$ cat src/rtl/kuz_pkg.sv
// Shared constants and types for the Kuznechik linear-transform datapath.
// Optional inverse mode in kuz_lin_seq is enabled with KUZ_LIN_INVERSE_EN.
package kuz_pkg;

  localparam int         BLK_W    = 128;
  localparam logic [7:0] KUZ_POLY = 8'hC3;

  // l-function coefficients, indexed by byte position (byte 0 = bits [7:0])
  localparam logic [7:0] KUZ_LCOEF [0:15] = '{
    8'd1,   8'd148, 8'd32,  8'd133, 8'd16,  8'd194, 8'd192, 8'd1,
    8'd251, 8'd1,   8'd192, 8'd194, 8'd16,  8'd133, 8'd32,  8'd148
  };

  typedef enum logic [1:0] {
    IDLE = 2'd0,
    MAC  = 2'd1,
    DONE = 2'd2
  } kuz_state_e;

endpackage

$ cat src/rtl/kuz_lin_lane_mux.sv
// Coefficient and operand-byte select for one multiplier lane at a given MAC cycle.
module kuz_lin_lane_mux
  import kuz_pkg::*;
#(
  parameter int LANES = 1,
  parameter int LANE  = 0,
  parameter int MCW   = 1
) (
  input  logic [MCW-1:0]   i_mac_cnt,
  input  logic [BLK_W-1:0] i_blk,
  output logic [7:0]       o_coef,
  output logic [7:0]       o_byte
);

  logic [3:0] w_idx;

  // Lane LANE of cycle j handles byte j*LANES+LANE
  assign w_idx  = 4'((32'(i_mac_cnt) * LANES) + LANE);
  assign o_coef = KUZ_LCOEF[w_idx];
  assign o_byte = i_blk[{w_idx, 3'b000} +: 8];

endmodule

$ cat src/rtl/multGF.sv
// Combinational GF(2^8) multiplier, reduction polynomial x^8+x^7+x^6+x+1.
module multGF
  import kuz_pkg::*;
(
  input  logic [7:0] i_a,
  input  logic [7:0] i_b,
  output logic [7:0] o_p
);

  logic [7:0] w_acc;
  logic [7:0] w_sh;

  // Shift-and-add: w_sh walks through a*x^k, reduced on every overflow
  always_comb begin
    w_acc = '0;
    w_sh  = i_a;
    for (int k = 0; k < 8; k++) begin
      if (i_b[k]) w_acc = w_acc ^ w_sh;
      w_sh = w_sh[7] ? ((w_sh << 1) ^ KUZ_POLY) : (w_sh << 1);
    end
    o_p = w_acc;
  end

endmodule

$ cat src/rtl/kuz_lin_seq.sv
// Kuznechik linear transform L = R^ROUNDS, time-sharing LANES GF multipliers.
// Define KUZ_LIN_INVERSE_EN to add the in_inv port and the inverse transform.
module kuz_lin_seq
  import kuz_pkg::*;
#(
  parameter int LANES  = 1,
  parameter int ROUNDS = 16
) (
  input  logic             clk,
  input  logic             rst_n,
  input  logic             in_valid,
  output logic             in_ready,
  input  logic [BLK_W-1:0] in_data,
`ifdef KUZ_LIN_INVERSE_EN
  input  logic             in_inv,
`endif
  output logic             out_valid,
  input  logic             out_ready,
  output logic [BLK_W-1:0] out_data,
  output logic             busy
);

  localparam int K   = 16 / LANES;
  localparam int MCW = (K > 1) ? $clog2(K) : 1;
  localparam int RCW = $clog2(ROUNDS + 1);

  if (!(LANES == 1 || LANES == 2 || LANES == 4 || LANES == 8 || LANES == 16)) begin : g_bad_lanes
    $error("kuz_lin_seq: LANES must be 1, 2, 4, 8 or 16");
  end

  kuz_state_e       r_state;
  kuz_state_e       w_state_nxt;
  logic [BLK_W-1:0] r_s;
  logic [7:0]       r_acc;
  logic [MCW-1:0]   r_mac_cnt;
  logic [RCW-1:0]   r_round_cnt;
  logic [BLK_W-1:0] w_b;
  logic [BLK_W-1:0] w_s_step;
  logic [7:0]       w_prod_x;
  logic [7:0]       w_l;
  logic             w_last_mac;
  logic             w_last_round;
  logic [7:0]       w_coef [LANES];
  logic [7:0]       w_byte [LANES];
  logic [7:0]       w_prod [LANES];

`ifdef KUZ_LIN_INVERSE_EN
  logic r_inv;

  // Inverse step works on the block rotated left by one byte
  assign w_b      = r_inv ? {r_s[119:0], r_s[127:120]} : r_s;
  assign w_s_step = r_inv ? {w_b[127:8], w_l} : {w_l, r_s[127:8]};
`else
  assign w_b      = r_s;
  assign w_s_step = {w_l, r_s[127:8]};
`endif

  for (genvar m = 0; m < LANES; m++) begin : g_lane
    kuz_lin_lane_mux #(
      .LANES (LANES),
      .LANE  (m),
      .MCW   (MCW)
    ) u_mux (
      .i_mac_cnt (r_mac_cnt),
      .i_blk     (w_b),
      .o_coef    (w_coef[m]),
      .o_byte    (w_byte[m])
    );

    multGF u_mul (
      .i_a (w_coef[m]),
      .i_b (w_byte[m]),
      .o_p (w_prod[m])
    );
  end

  always_comb begin
    w_prod_x = '0;
    for (int m = 0; m < LANES; m++) w_prod_x = w_prod_x ^ w_prod[m];
  end

  assign w_l          = r_acc ^ w_prod_x;
  assign w_last_mac   = (r_mac_cnt == MCW'(K - 1));
  assign w_last_round = (r_round_cnt == RCW'(ROUNDS - 1));

  always_ff @(posedge clk or negedge rst_n) begin
    if (!rst_n) r_state <= IDLE;
    else        r_state <= w_state_nxt;
  end

  always_comb begin
    w_state_nxt = r_state;
    case (r_state)
      IDLE:    if (in_valid) w_state_nxt = MAC;
      MAC:     if (w_last_mac && w_last_round) w_state_nxt = DONE;
      DONE:    if (out_ready) w_state_nxt = IDLE;
      default: w_state_nxt = IDLE;
    endcase
  end

  always_comb begin
    in_ready  = 1'b0;
    out_valid = 1'b0;
    busy      = 1'b0;
    case (r_state)
      IDLE: in_ready = 1'b1;
      MAC:  busy = 1'b1;
      DONE: begin
        out_valid = 1'b1;
        busy      = 1'b1;
      end
      default: ;
    endcase
  end

  assign out_data = r_s;

  // The last MAC cycle of a step folds its own products into l directly
  always_ff @(posedge clk or negedge rst_n) begin
    if (!rst_n) begin
      r_s         <= '0;
      r_acc       <= '0;
      r_mac_cnt   <= '0;
      r_round_cnt <= '0;
`ifdef KUZ_LIN_INVERSE_EN
      r_inv       <= 1'b0;
`endif
    end else begin
      case (r_state)
        IDLE: begin
          if (in_valid) begin
            r_s         <= in_data;
            r_acc       <= '0;
            r_mac_cnt   <= '0;
            r_round_cnt <= '0;
`ifdef KUZ_LIN_INVERSE_EN
            r_inv       <= in_inv;
`endif
          end
        end
        MAC: begin
          if (w_last_mac) begin
            r_s         <= w_s_step;
            r_acc       <= '0;
            r_mac_cnt   <= '0;
            r_round_cnt <= r_round_cnt + RCW'(1);
          end else begin
            r_acc     <= w_l;
            r_mac_cnt <= r_mac_cnt + MCW'(1);
          end
        end
        default: ;
      endcase
    end
  end

endmodule

$ cat config.mk
export PLATFORM = sky130hd
export DESIGN_NAME = kuz_lin_seq
export DESIGN_NICKNAME = d
export VERILOG_FILES = /design/src/rtl/kuz_pkg.sv /design/src/rtl/kuz_lin_lane_mux.sv /design/src/rtl/multGF.sv /design/src/rtl/kuz_lin_seq.sv
export SDC_FILE = /design/constraint.sdc
export NUM_CORES = 1
export LEC_CHECK = 0
export BUFFER_PORTS_ARGS = -buffer_cell sky130_fd_sc_hd__buf_2
export CORE_UTILIZATION = 25
export CTS_CLUSTER_DIAMETER = 30
export CTS_CLUSTER_SIZE = 28
export DETAILED_ROUTE_END_ITERATION = 7
export PLACE_DENSITY = 0.44
export SLEW_MARGIN = 20
export SYNTH_ARGS = -nofsm -noshare
export SYNTH_HDL_FRONTEND = slang
export SYNTH_SLANG_ARGS = --single-unit
$ cat constraint.sdc
create_clock -name clk -period 4.6 [get_ports clk]
set_input_delay 0.92 -clock clk [delete_from_list [all_inputs] [get_ports clk]]
set_output_delay 0.92 -clock clk [all_outputs]
set_load 0.02 [all_outputs]
# --- Word level (Yosys, flattened, before mapping) ---
# Memory sizes are Yosys's and may differ from the RTL's.
# Cells that the tools add are included.
word_totals:
  register_bits: 147
  rom_bits: 128
  out_inout_bits: 131
  wordCells: 77
  n_memories: 1
classes:
  addsub: 2
  n_lt_le_gt_ge: 1
  eq_ne: 8
  shift: 1
  muxes: 36
  n_bitwise: 16
  reduce_logical: 7
memory_table:
  columns: ["name", "words", "width", "rd", "rd_clocked_by_memory_dff", "write_ports", "line_no", "source"]
  rows:
  - ["(name not given)", 16, 8, 1, 0, 0, "kuz_lin_lane_mux.sv:19", "assign o_coef = KUZ_LCOEF[w_idx];"]
op_table:
  columns: ["operator", "n"]
  rows:
  - ["2-to-1 mux 128 bit", 2]
  - ["one-hot mux 128 bit (2 select lines)", 1]
  - ["2-to-1 mux 8 bit", 19]
  - ["variable part select 128 x 8 -> 8 bit", 1]
  - ["XOR 8 bit", 8]
  - ["NOT 4 bit", 7]
  - ["one-hot mux 8 bit (2 select lines)", 1]
  - ["2-to-1 mux 5 bit", 2]
  - ["one-hot mux 5 bit (2 select lines)", 1]
  - ["2-to-1 mux 4 bit", 2]
  - ["!= test 2 bit (second input constant)", 4]
  - ["one-hot mux 4 bit (2 select lines)", 1]
  - ["2-to-1 mux 2 bit", 3]
  - ["one-hot mux 2 bit (3 select lines)", 1]
  - ["AND reduction 3 bit", 2]
  - ["adder 5 x 1 -> 5 bit (second input constant)", 1]
  - ["equality test 5 x 4 -> 1 bit (second input constant)", 1]
  - [">= comparator 5 bit (second input constant)", 1]
  - ["NOT 4 -> 5 bit", 1]
  - ["adder 4 x 1 -> 4 bit (second input constant)", 1]
  - ["equality test 4 bit (second input constant)", 1]
  - ["2-to-1 mux 1 bit", 3]
  - ["equality test 2 x 1 -> 1 bit (second input constant)", 1]
  - ["equality test 2 bit (second input constant)", 1]
  - ["5 further kinds", 5]

# --- Logic depth before layout (Yosys ltp) ---
depth:
  ltp_word: 23
  mapped_depth: 15
  depth_no_buf: 12

# --- By module ---
# A second synthesis with hierarchy kept.
hier_totals:
  cells_unflattened: 843
  hier_area_um2: 10344.9
by_module_without_submodules:
  columns: ["mod", "instances", "cells_each", "area_each_um2"]
  rows:
  - ["kuz_lin_seq", 1, 545, 7734.9]
  - ["multGF", 1, 197, 1378.8]
  - ["kuz_lin_lane_mux", 1, 101, 1231.2]

# --- Worst setup path before layout ---
# OpenSTA, ideal clock, no wires.
synth_path:
  path_type: "register to register"
  startpoint: "register r_mac_cnt[0]"
  endpoint: "register r_s[127] (netlist: out_data[127])"
  setup_time_ns: 0.122
  arrival_time_ns: 3.340
  path_slack_ns: 1.138
  path_stages_with_launch: 14
  path_buffers: 2
  period_less_slack_ns: 3.462
  cell_sequence: "dfrtp_1 buf_6 buf_8 inv_1 ha_1 mux2_4 a22oi_4 xnor3_1 xor2_1 or3_1 a31oi_1 xnor2_1 mux2i_1 nand2_1"
synth_via:
  elab_chain_cells: 23
synth_rtl:
  columns: ["item", "line_no", "source"]
  rows:
  - ["start, declared", "kuz_lin_seq.sv:35", "logic [MCW-1:0] r_mac_cnt;"]
  - ["start signal, assigned", "kuz_lin_seq.sv:149", "r_mac_cnt <= r_mac_cnt + MCW'(1);"]
  - ["NOT 4 -> 5 bit (not written as such)", "kuz_lin_lane_mux.sv:19", null]
  - ["memory read (16 x 8 bit)", null, null]
  - ["2-to-1 mux 8 bit (not written as such) (2 in a row)", "kuz_lin_lane_mux.sv:19", null]
  - ["NOT 4 bit (no source line)", null, null]
  - ["2-to-1 mux 8 bit", "multGF.sv:19", "w_sh = w_sh[7] ? ((w_sh << 1) ^ KUZ_POLY) : (w_sh << 1);"]
  - ["XOR 8 bit / NOT 4 bit (equally long branches)", null, null]
  - ["2-to-1 mux 8 bit (on tied branches)", "multGF.sv:18, multGF.sv:19", null]
  - ["XOR 8 bit", "multGF.sv:18", "if (i_b[k]) w_acc = w_acc ^ w_sh;"]
  - ["(+6 left out)", null, null]
  - ["2-to-1 mux 8 bit", "multGF.sv:18", null]
  - ["XOR 8 bit", "multGF.sv:18", null]
  - ["2-to-1 mux 8 bit", "multGF.sv:18", null]
  - ["XOR 8 bit", "multGF.sv:18", null]
  - ["2-to-1 mux 8 bit", "multGF.sv:18", null]
  - ["XOR 8 bit", "kuz_lin_seq.sv:82", "assign w_l = r_acc ^ w_prod_x;"]
  - ["2-to-1 mux 128 bit", "kuz_lin_seq.sv:142", "if (w_last_mac) begin"]
  - ["one-hot mux 128 bit (2 select lines)", "kuz_lin_seq.sv:129", "case (r_state)"]
  - ["end signal, assigned", "kuz_lin_seq.sv:132", "r_s <= in_data;"]
  - ["end signal, assigned", "kuz_lin_seq.sv:143", "r_s <= w_s_step;"]
  - ["end, declared", "kuz_lin_seq.sv:33", "logic [BLK_W-1:0] r_s;"]
# Parallel ways exist; a longest one is shown, timed or not. The select of a mux whose other input is x is not followed.
# A chain may end at the register's enable or synchronous reset.

# --- Final worst setup path ---
layout_path:
  startpoint: "register r_mac_cnt[2]"
  endpoint: "register r_s[121] (netlist: out_data[121])"
layout_via:
  elab_chain_cells: 23
layout_rtl:
  columns: ["item", "line_no"]
  rows:
  - ["NOT 4 -> 5 bit (not written as such)", "kuz_lin_lane_mux.sv:19"]
  - ["memory read (16 x 8 bit)", null]
  - ["2-to-1 mux 8 bit (not written as such) (2 in a row)", "kuz_lin_lane_mux.sv:19"]
  - ["NOT 4 bit (no source line)", null]
  - ["2-to-1 mux 8 bit", "multGF.sv:19"]
  - ["XOR 8 bit", "multGF.sv:18"]
  - ["2-to-1 mux 8 bit", "multGF.sv:18"]
  - ["XOR 8 bit", "multGF.sv:18"]
  - ["(+6 left out)", null]
  - ["2-to-1 mux 8 bit", "multGF.sv:18"]
  - ["XOR 8 bit", "multGF.sv:18"]
  - ["2-to-1 mux 8 bit", "multGF.sv:18"]
  - ["XOR 8 bit", "multGF.sv:18"]
  - ["2-to-1 mux 8 bit", "multGF.sv:18"]
  - ["XOR 8 bit", "kuz_lin_seq.sv:82"]
  - ["2-to-1 mux 128 bit", "kuz_lin_seq.sv:142"]
  - ["one-hot mux 128 bit (2 select lines)", "kuz_lin_seq.sv:129"]
# Parallel ways exist; a longest one is shown, timed or not. The select of a mux whose other input is x is not followed.

==> out/results.txt <==
The post-CTS repair timing setup buffer count came out at 0. The number of cells on the worst reg-to-reg path was 9; the clock input transition at the sequential cells of the worst setup and hold paths was 60 ps. The worst setup path is captured at a register.

The area growth from synthesis to layout works out to 25.2%. In this run the count of I/O pins placed on the die edge is 263. The die width works out to 195 um.

The number of global-route vias before repair was 7959; the overall track demand over capacity in global routing was 0.188. For the post-layout instance area, the log shows 0.0116 mm^2. The first detailed-routing pass ran for 5 iterations. The peak fanout along the critical path is 27, and the number of antenna violations at the first check in global routing is 6. Dividing the detail-routed wire length by the instance count gives 21.3 um. In this run the clock root is driven by a sky130_fd_sc_hd__clkbuf_16. For the placeable core region, the log shows 0.0365 mm^2. The finished layout holds 1641 standard cells, fillers aside.

The first global-routing pass estimated 52900 um of wire. The logs give 0 for the final-report max-slew violation count and 0 for the number of resized instances in the post-cts repair step. The run gives 0 as the remaining antenna violation count after routing. The kind of critical path is register to register. The number of synthesized register bits is 147, and the post-DP HPWL is 26600 um. Of all cell types, the one taking the most synthesized area is sky130_fd_sc_hd__dfrtp_1.

In this run the core area contains 70 standard-cell rows. When the netlist entered floorplanning its net count stood at 1072. Counting instances in the post-synthesis netlist gives the leading cell types as 184 x sky130_fd_sc_hd__nand2_1, 147 x sky130_fd_sc_hd__dfrtp_1, 142 x sky130_fd_sc_hd__o21ai_0, 131 x sky130_fd_sc_hd__mux2i_1, 43 x sky130_fd_sc_hd__clkbuf_1. The fraction of registers with async set or reset after synthesis works out to 1.00.

The total overflow left after global routing is 0. The die span in y came out at 195 um. The flow ran to the end, and the final reports show no timing, DRC or antenna violations. Post-route fraction of the period consumed by the critical path: 0.806. The placed standard-cell area is 0.0110 mm^2, and the deepest level of the CTS H-tree is 4. After clock tree synthesis, the flow added hold-fix buffers numbering 0. The number of placed instances, taps included, is 1607. Dividing the detail-routed via count by the number of cells gives 4.77.

Final estimated routing congestion in global placement: 0.868. Clock latency on the worst-skew pair, taken at its later pin, is 440 ps. At the end of the flow, the number of nets in the layout was 1300. The power per cell area came out at 950 mW/mm^2. Final-report hold violation count: 0. The fraction of final layout cells with drive strength greater than 1 was 0.301; the shortest clock period the worst path allows after layout was 3710 ps.

The logs give 2 for the number of buffers between clock root and the deepest sink and 441 for the violation count after the first detailed-routing iteration. For the final database, setup skew stands at 14.0 ps. Static leakage: 5.45 nW. Setup repair after global routing left no endpoint under its margin. The peak ir drop on the vdd network was 0.378 mV; the total of warnings raised by yosys was 0. Most frequent cell after synthesis: sky130_fd_sc_hd__nand2_1. The tool flagged a number of max-cap violations equal to 0. At the pin with the least slew margin, the transition time is 980 ps. The signal on the critical path passes through mux2_4 > a22oi_4 > xnor3_1 > xnor2_1 > o21ai_0 > a22oi_1 > xnor3_1 > mux2i_1 > o21ai_1. The die footprint was 0.0379 mm^2. TritonCTS built the clock tree. After synthesis, the cell types taking the most area are sky130_fd_sc_hd__dfrtp_1 40%, sky130_fd_sc_hd__mux2i_1 14%, sky130_fd_sc_hd__o21ai_0 7.7%. The synthesized instance count is 930. The highest clock frequency the design can meet is 0.270 GHz. The min-delay analysis places its worst path in the category input pin to async pin. TritonCTS created 17 clock buffers. STA puts the critical path data arrival time at 3990 ps. The DRC violations left is 0, and the maximum cell stage delay along the critical path is 980 ps.

The run gives 890 ps as the setup slack of the worst register-to-register path. The final route contains 7823 vias. In this run, synthesis inferred 0 flip-flops with an integrated enable.

The worst setup path is launched from a register. The area share of the largest cell type after synthesis is 0.396. After layout, the design draws a total of 11.0 mW. Dividing the synthesized area by the synthesized cell count gives 9.98 um^2. The primary flip-flop cell chosen by synthesis mapping was sky130_fd_sc_hd__dfrtp_1.

The total wire length after detailed routing is 35000 um. The clock net in this run drives a total of 147 sinks. Among all stages on the critical path, the largest delay is contributed by sky130_fd_sc_hd__dfrtp_1.

The number of setup violations in the final report was 0; the count of port buffers added during placement was 262. The synthesized netlist occupies a cell area of 0.00928 mm^2. The run gives 0.254 as the initial cell density of the core. Counting stages on the worst path, the most repeated cell is sky130_fd_sc_hd__xnor3_1. Data on the critical path is required at its endpoint by 4880 ps. The tools report the post-route setup TNS as 0 ps.

The normalized max-slew margin was 0.347. The netlist uses 60 different library cells. For the sequential area share after synthesis, the log shows 0.396. For the maximum number of pins on one net before global-route repair, the log shows 114.
[path summary, 6_finish.rpt]
path	start	endpoint
setup / recovery	r_mac_cnt[2]	out_data[121]
setup reg to reg	r_mac_cnt[2]	out_data[121]
min in group clk	r_round_cnt[1]	r_round_cnt[1]
hold / removal	rst_n	out_data[89]
hold reg to reg	r_round_cnt[1]	r_round_cnt[1]
max in group asynchronous	rst_n	out_data[24]
[kinds of logic after synthesis]
kind of cell               count (synthesis)  share of synthesized area
muxes                                    171                      0.238
xor gates and xnor gates                  57                     0.0605
DFF                                      147                      0.396
AOI/OAI and AO/OA                        214                      0.129
and+or+nand+nor                          255                      0.120
adders and majority gates                 10                     0.0135
buffers and inverters                     76                     0.0426
[worst max-delay path: cells and delay by family (launching register included)]
family                    cells  cell delay [ps]
xor gates and xnor gates      3             1240
DFF                           1              980
AOI/OAI and AO/OA             4              800
muxes                         2              520
[cell usage in the layout (no fill, tap or decap), drive strengths merged, types with 5 or more instances in the layout]
master and count:
a211oi 7, a21oi 17, a22o 5, a22oi 7
a31oi 5, and3 5, buf 276, clkbuf 20
clkinv 6, dfrtp 147, ha 10, inv 9
mux2i 131, mux4 37, nand2 186, nand3 11
nor2 12, nor2b 6, nor3 5, nor3b 8
o21ai 158, xnor2 39, xor2 14
[routing by layer]
layer	GRT usage	wire [um]	vias to the layer above
met4	0.0579	740	8
li1	-	-	3777
met1	0.249	15900	3800
met5	0	59	-
met3	0.0368	1370	49
met2	0.307	16900	189
[power breakdown]
group | switching [mW] | leakage, nW | internal, mW | total [mW]
Sequential | 0.879 | 1.86 | 1.90 | 2.77
Combinational | 4.01 | 3.30 | 2.78 | 6.80
Clock | 0.586 | 0.292 | 0.882 | 1.47
[stage by stage]
step | utilization | hold WS (ps) | setup slack [ps]
after floorplan | - | 465 | 1140
after global placement | 0.301 | 484 | 1010
after detailed placement | 0.301 | 495 | 946
after CTS | 0.318 | 437 | 925
after global routing | 0.318 | 451 | 696
final | 0.318 | 429 | 891
[flip-flops by register name (all words and copies together), names as in the netlist]
signal / flops
r_mac_cnt: 4
r_acc: 8
out_data: 128
r_round_cnt: 5
r_state: 2
[area by class of cell]
type | count | area [um^2]
sequential | 147 | 3680
clock inverter | 12 | 154
fill | 3790 | 24900
multi-input combinational | 707 | 5230
inverter | 9 | 35.0
timing repair buffer | 276 | 1470
tap | 468 | 586
antenna | 2 | 5.00
clock buffer | 20 | 457
(Power assumes the default switching activity.)
